### src/rtl/mem_io_responder.sv
// Responder for the CPU byte bus: muxes block-RAM read data with a small I/O space
// (input FIFO, output FIFO, cycle counter, stop flag) at mem_a[17:16] == 2'b11.
module mem_io_responder #(
  parameter int IN_AW  = 4,
  parameter int OUT_AW = 4
) (
  input  logic        clk_in,
  input  logic        rst_in,
  input  logic        rdy_in,
  input  logic [31:0] mem_a,
  input  logic        mem_wr,
  input  logic [7:0]  mem_dout,
  output logic [7:0]  mem_din,
  input  logic [7:0]  ram_dout,
  input  logic [7:0]  rx_data,
  input  logic        rx_valid,
  output logic        rx_ready,
  output logic [7:0]  tx_data,
  output logic        tx_valid,
  input  logic        tx_ready,
  output logic        prog_stop,
  output logic        tx_overflow
);

  localparam int IN_DEPTH  = 1 << IN_AW;
  localparam int OUT_DEPTH = 1 << OUT_AW;

  logic        io;
  logic [15:0] off;
  logic        cpu_rd;
  logic        cpu_wr;
  logic        unused_addr;

  assign io          = (mem_a[17:16] == 2'b11);
  assign off         = mem_a[15:0];
  assign cpu_rd      = rdy_in & ~mem_wr;
  assign cpu_wr      = rdy_in & mem_wr;
  assign unused_addr = ^mem_a[31:18];

  // Host handshakes: a byte moves on a rising edge where valid && ready are both
  // high; ready never depends on valid, and neither side depends on rdy_in.

  // ---------------- input FIFO (host -> CPU) ----------------
  logic [7:0]     in_mem [IN_DEPTH];
  logic [IN_AW:0] in_wp;
  logic [IN_AW:0] in_rp;
  logic           in_empty;
  logic           in_full;
  logic           in_push;
  logic           in_pop;

  assign in_empty = (in_wp == in_rp);
  assign in_full  = (in_wp[IN_AW] != in_rp[IN_AW]) &&
                    (in_wp[IN_AW-1:0] == in_rp[IN_AW-1:0]);
  assign rx_ready = ~in_full;
  assign in_push  = rx_valid & rx_ready;
  assign in_pop   = cpu_rd & io & (off == 16'h0000) & ~in_empty;

  always_ff @(posedge clk_in) begin
    if (in_push) in_mem[in_wp[IN_AW-1:0]] <= rx_data;
  end

  always_ff @(posedge clk_in or negedge rst_in) begin
    if (!rst_in) begin
      in_wp <= '0;
      in_rp <= '0;
    end else begin
      if (in_push) in_wp <= in_wp + 1'b1;
      if (in_pop)  in_rp <= in_rp + 1'b1;
    end
  end

  // ---------------- output FIFO (CPU -> host) ----------------
  logic [7:0]      out_mem [OUT_DEPTH];
  logic [OUT_AW:0] out_wp;
  logic [OUT_AW:0] out_rp;
  logic            out_empty;
  logic            out_full;
  logic            out_pop;
  logic            out_push_req;
  logic            out_push;
  logic            out_drop;
  logic [7:0]      out_push_data;
  logic            stop_wr;

  assign out_empty     = (out_wp == out_rp);
  assign out_full      = (out_wp[OUT_AW] != out_rp[OUT_AW]) &&
                         (out_wp[OUT_AW-1:0] == out_rp[OUT_AW-1:0]);
  assign tx_valid      = ~out_empty;
  assign tx_data       = out_empty ? 8'h00 : out_mem[out_rp[OUT_AW-1:0]];
  assign out_pop       = tx_valid & tx_ready;
  assign stop_wr       = cpu_wr & io & (off == 16'h0004);
  // The stop marker is a literal 0x00, so it skips the zero filter on data writes.
  assign out_push_req  = stop_wr |
                         (cpu_wr & io & (off == 16'h0000) & (mem_dout != 8'h00));
  assign out_push_data = stop_wr ? 8'h00 : mem_dout;
  // A full FIFO still takes the byte when the host frees the head slot this cycle.
  assign out_push      = out_push_req & (~out_full | out_pop);
  assign out_drop      = out_push_req & out_full & ~out_pop;

  always_ff @(posedge clk_in) begin
    if (out_push) out_mem[out_wp[OUT_AW-1:0]] <= out_push_data;
  end

  always_ff @(posedge clk_in or negedge rst_in) begin
    if (!rst_in) begin
      out_wp <= '0;
      out_rp <= '0;
    end else begin
      if (out_push) out_wp <= out_wp + 1'b1;
      if (out_pop)  out_rp <= out_rp + 1'b1;
    end
  end

  // ---------------- counter, snapshot and read path ----------------
  logic [31:0] cnt;
  logic [31:0] cnt_snap;
  logic [7:0]  io_rdata;
  logic        sel_ram_q;
  logic [7:0]  io_q;
  logic        frozen_q;
  logic [7:0]  hold_q;

  always_comb begin
    io_rdata = 8'h00;
    case (off)
      16'h0000: io_rdata = in_empty ? 8'h00 : in_mem[in_rp[IN_AW-1:0]];
      16'h0004: io_rdata = cnt[7:0];
      16'h0005: io_rdata = cnt_snap[15:8];
      16'h0006: io_rdata = cnt_snap[23:16];
      16'h0007: io_rdata = cnt_snap[31:24];
      default:  io_rdata = 8'h00;
    endcase
  end

  // While stalled, RAM data may follow a changing address, so the last visible
  // byte is parked in hold_q; reset starts parked at 0x00.
  always_ff @(posedge clk_in or negedge rst_in) begin
    if (!rst_in) begin
      sel_ram_q   <= 1'b1;
      io_q        <= 8'h00;
      frozen_q    <= 1'b1;
      hold_q      <= 8'h00;
      cnt         <= '0;
      cnt_snap    <= '0;
      prog_stop   <= 1'b0;
      tx_overflow <= 1'b0;
    end else begin
      frozen_q <= ~rdy_in;
      if (!rdy_in) hold_q <= mem_din;
      if (rdy_in) begin
        cnt <= cnt + 32'd1;
        if (cpu_rd) begin
          sel_ram_q <= ~io;
          io_q      <= io ? io_rdata : 8'h00;
        end
        if (cpu_rd && io && (off == 16'h0004)) cnt_snap <= cnt;
        if (stop_wr)  prog_stop   <= 1'b1;
        if (out_drop) tx_overflow <= 1'b1;
      end
    end
  end

  assign mem_din = frozen_q ? hold_q : (sel_ram_q ? ram_dout : io_q);

endmodule

### config.mk
export PLATFORM = sky130hd
export DESIGN_NAME = mem_io_responder
export DESIGN_NICKNAME = d
export VERILOG_FILES = /design/src/rtl/mem_io_responder.sv
export SDC_FILE = /design/constraint.sdc
export NUM_CORES = 1
export LEC_CHECK = 0
export CAP_MARGIN = 5
export CORE_MARGIN = 5
export CORE_UTILIZATION = 46
export CTS_CLUSTER_SIZE = 20
export DETAILED_ROUTE_END_ITERATION = 16
export HOLD_SLACK_MARGIN = 0.08
export PLACE_DENSITY = 0.62
export SLEW_MARGIN = 15
export SYNTH_ARGS = -nofsm -noshare
export SYNTH_HDL_FRONTEND = slang
export SYNTH_SLANG_ARGS = --single-unit
### constraint.sdc
create_clock -name clk_in -period 3 [get_ports clk_in]
set_clock_uncertainty 0.2 [all_clocks]
set_input_delay 0.6 -clock clk_in [delete_from_list [all_inputs] [get_ports clk_in]]
set_output_delay 0.6 -clock clk_in [all_outputs]
set_load 0.005 [all_outputs]
==> flow_summary.toml <==
[floorplanning]
core_um2 = 31600
io_pins = 82
initial_core_util_pct = 46.7
dieWidth_um = 189
dieArea_um2 = 35800
rows = 65
fp.dieH_um = 189

[drt]
dr.first_iter.drc_count = 569
ant_nets = 0
drt-vias-per-instance = 5.52
wl_per_cell_um = 22.3
via_count = 7979
wl_um = 32300
drcViolationCount = 0
dr.pass1.iters = 5

[yosys]
synth_compound_area_share_pct = 3.26
seq_area_frac_synth_pct = 68.4
synthMuxAreaShare_pct = 15.1
yosys.area_share.simple_pct = 7.24
synth_seq_cells = 352
synth_fa_ha_area_share_pct = 0.932
synth_nets = 930
syn_inst = 857
synth_ff_type = "edfxtp_1"
ys_types = 52
ys_warn_count = 0
synth_top_family_by_area = "multiplexers"
synth_xor_xnor_area_share_pct = 3.44
syn-cell-area_um2 = 14800
async_flop_share_pct = 27.3
synth_area_per_cell_um2 = 17.2
synth-edff-count = 256

[cts]
cts_tree = "done"
h-tree-depth = 2
root_buffer = "clkbuf_16"
cts.sinks = 352
clk_latency_ns = 0.52
cts_made_buffers = 38
clk_path_buf_depth = 3
clk_pin_slew_ns = 0.06

[final_layout]
nNetsFinal = 1086
drive_gt1_share_pct = 26.3
multi_input_area_um2 = 4460
antenna_cells = 0
seq_area_um2 = 10100
syn2layout_area_growth_pct = 20.5
fill_cells = 2478

[placed_design]
gp_congestion = 0.798
portBuffers = 67
dp_hpwl_um = 21500
pre_cts_ws_ns = -0.275

[sta]
fmax_mhz = 298
finalCritPeriodShare_pct = 112
finalCriticalPeriod_ns = 3.36
relSlewSlack_pct = 24.7
slew_violations = 0
hold_viol = 0
finalWorstSetupSlack_ns = -0.356
whs_ns = 0.271
rsz0062_at_grt = "true"
setup_viol = 8
worstMarginPinSlew_ns = 1.13

[critical_path]
r2r_slack_ns = 0.39
critPathKind = "register to primary output"
cp_common_cell = "buf_12"
ff2ff_path_depth = 10
reg2reg_from = "out_rp[0]$_DFFE_PN0P_"
cp_top_family = "multiplexers"
critical_path_arrival_ns = 2.56
start_kind = "register"
reg2reg_to = "out_mem[11][5]$_DFFE_PP_"
cp_slowest_cell = "mux4_2"
crit_chain = "buf_12 > buf_12 > buf_12 > mux4_2 > mux4_2 > and2_1 > buf_2"
crit_path_end_kind = "primary output"
critPathRequiredTime_ns = 2.20
cpPeakStageDelay_ns = 0.52
crit_buf_inv = 4
critPathMaxFanout = 5

[power_and_ir_drop]
peakVddDrop_mv = 0.479
leakage_nw = 6.45
power.share.clock_pct = 34.5
power_frac_comb_pct = 21.4
sw_frac_of_total_pct = 24.7
seq_power_share_pct = 44.1
p_sw_w = 0.00324
pwr_density_cell_nw_per_um2 = 736
internal-power_w = 0.00985

[worst_hold_path]
hold_end = "cnt[31]$_DFFE_PN0P_"
min_from = "cnt[31]$_DFFE_PN0P_"
min_path_cells = 1
hold_path_class = "register to register"

[flow_run]
drv_cap = 0

[grt]
grt_usage_pct = 18.2
grt_max_degree = 97
grt_pass1_wl_um = 50000
antenna_found_initial = 0
gr-total-overflow = 0
grt_pass1_vias = 8243

[run_status]
violations = "setup timing"
run_status = "complete, but fails checks"
-- how the worst max path moves through the flow --
stage / cells past startpoint / slack, ns / from / endpoint
5_1_grt: 7 / -0.40 / out_rp[0]$_DFFE_PN0P_ / tx_data[6]
3_3_place_gp: 7 / -0.32 / mem_a[7] / out_mem[5][7]$_DFFE_PP_
3_5_place_dp: 7 / -0.28 / mem_a[7] / out_mem[7][0]$_DFFE_PP_
4_1_cts: 7 / -0.38 / out_rp[0]$_DFFE_PN0P_ / tx_data[6]
6_report: 7 / -0.36 / out_rp[0]$_DFFE_PN0P_ / tx_data[6]
2_1_floorplan: 5 / 0.03 / mem_a[8] / out_mem[0][0]$_DFFE_PP_
-- synth_stat cells, types with 2 or more instances --
cell type / instances / area [um2]
a211oi_1: 8 / 60.1
a21oi_1: 2 / 10.0
a221oi_1: 8 / 70.1
a22oi_1: 8 / 60.1
and2_1: 17 / 106
and3_1: 17 / 106
and3b_1: 4 / 35.0
and4_1: 5 / 43.8
buf_1: 3 / 11.3
buf_2: 4 / 20.0
buf_4: 6 / 45.0
buf_6: 6 / 67.6
clkbuf_1: 17 / 63.8
dfrtp_1: 94 / 2350
dfstp_2: 2 / 52.6
edfxtp_1: 256 / 7690
ha_1: 11 / 138
inv_1: 9 / 33.8
mux2_2: 36 / 405
mux2i_1: 56 / 561
mux4_2: 56 / 1260
nand2_1: 35 / 131
nand2b_1: 2 / 12.5
nand3_1: 17 / 85.1
nand3b_1: 2 / 15.0
nand4_1: 13 / 81.3
nor2_1: 19 / 71.3
nor2b_1: 9 / 56.3
nor3_1: 8 / 40.0
nor3b_1: 6 / 45.0
nor4_1: 3 / 18.8
nor4_2: 3 / 37.5
nor4_4: 4 / 85.1
nor4b_1: 4 / 35.0
o21ai_0: 12 / 60.1
o22ai_1: 16 / 100
o31ai_1: 8 / 60.1
xnor2_1: 39 / 342
xor2_1: 19 / 166
-- kinds of logic after synthesis --
logic type      count (synthesis)
fa+ha+maj                      11
buf+inv                        46
compound gates                 67
simple gates                  175
flops                         352
xor+xnor                       58
mux                           148
-- worst register-to-register path, delay by kind of cell (launching register included) --
kind	cells	cell delay, ns
XOR/XNOR	1	0.12
buffers and inverters	5	0.75
flip-flops	1	0.41
AND/OR/NAND/NOR	4	0.89
-- registers in the layout, indices dropped and copies added, names as in the netlist --
signal,cells
in_mem,128
out_mem,128
cnt,32
cnt_snap,24
hold_q,8
io_q,8
in_rp,5
in_wp,5
out_rp,5
out_wp,5
frozen_q,1
prog_stop,1
sel_ram_q,1
tx_overflow,1
-- metal layers --
layer,part of all wire (%),track usage [%]
met5,0,0
met1,47,27.1
met3,3.8,2.58
met4,2.2,4.99
met2,47,28.6
-- through the flow --
stage | std cells | area (um2) | TNS (ns) | utilization, % | total power (W)
after floorplan | 857 | 14800 | 0 | - | 0.00730
after global placement | 1357 | 16300 | -35.54 | 51.5 | 0.00827
after detailed placement | 1357 | 16300 | -35.40 | 51.5 | 0.00830
after CTS | 1443 | 17800 | -2.62 | 56.2 | 0.0132
after global routing | 1445 | 17800 | -2.87 | 56.2 | 0.0137
final | 1445 | 17800 | -2.37 | 56.2 | 0.0131
-- layout make-up --
class                           count  area share (%)
Tap cell                          402            2.83
Inverter                           10           0.225
Timing Repair Buffer              152            8.22
Multi-Input combinational cell    459            25.1
Sequential cell                   352            56.8
Clock inverter                     17           0.633
Clock buffer                       53            6.24
-- power groups by stage --
stage	sequential (W)	combinational, W	clock (W)
after floorplan	0.00576	0.00154	0
after global placement	0.00587	0.00240	0
after detailed placement	0.00588	0.00242	0
after CTS	0.00577	0.00280	0.00461
after global routing	0.00581	0.00303	0.00482
final	0.00577	0.00280	0.00451
-- cells in the final DEF (no fill, tap or decap), drive strengths merged, types with 5 or more instances in the layout --
| master | n |
|---|---|
| and3 | 17 |
| xnor2 | 39 |
| o22ai | 16 |
| clkbuf | 54 |
| clkinv | 13 |
| nand4 | 13 |
| nor3 | 9 |
| and2 | 17 |
| a211oi | 8 |
| o31ai | 8 |
| a221oi | 8 |
| nor3b | 6 |
| nor2b | 9 |
| nor2 | 19 |
| nand3 | 18 |
| mux2i | 56 |
| nor4 | 10 |
| and4 | 5 |
| edfxtp | 256 |
| a22oi | 8 |
| xor2 | 19 |
| clkdlybuf4s50 | 57 |
| dfrtp | 94 |
| o21ai | 12 |
| mux4 | 56 |
| inv | 10 |
| nand2 | 36 |
| mux2 | 36 |
| ha | 11 |
| buf | 93 |
-- timing repair --
item,4_1_cts,5_1_grt
gates resized for setup,62,10
buffers inserted,14,2
endpoints found under the setup margin,10,16
pin swaps,11,1
hold endpoints to repair,94,0
gates cloned,1,0
hold buffers,1,0
Power figures use the tool's default switching activity.
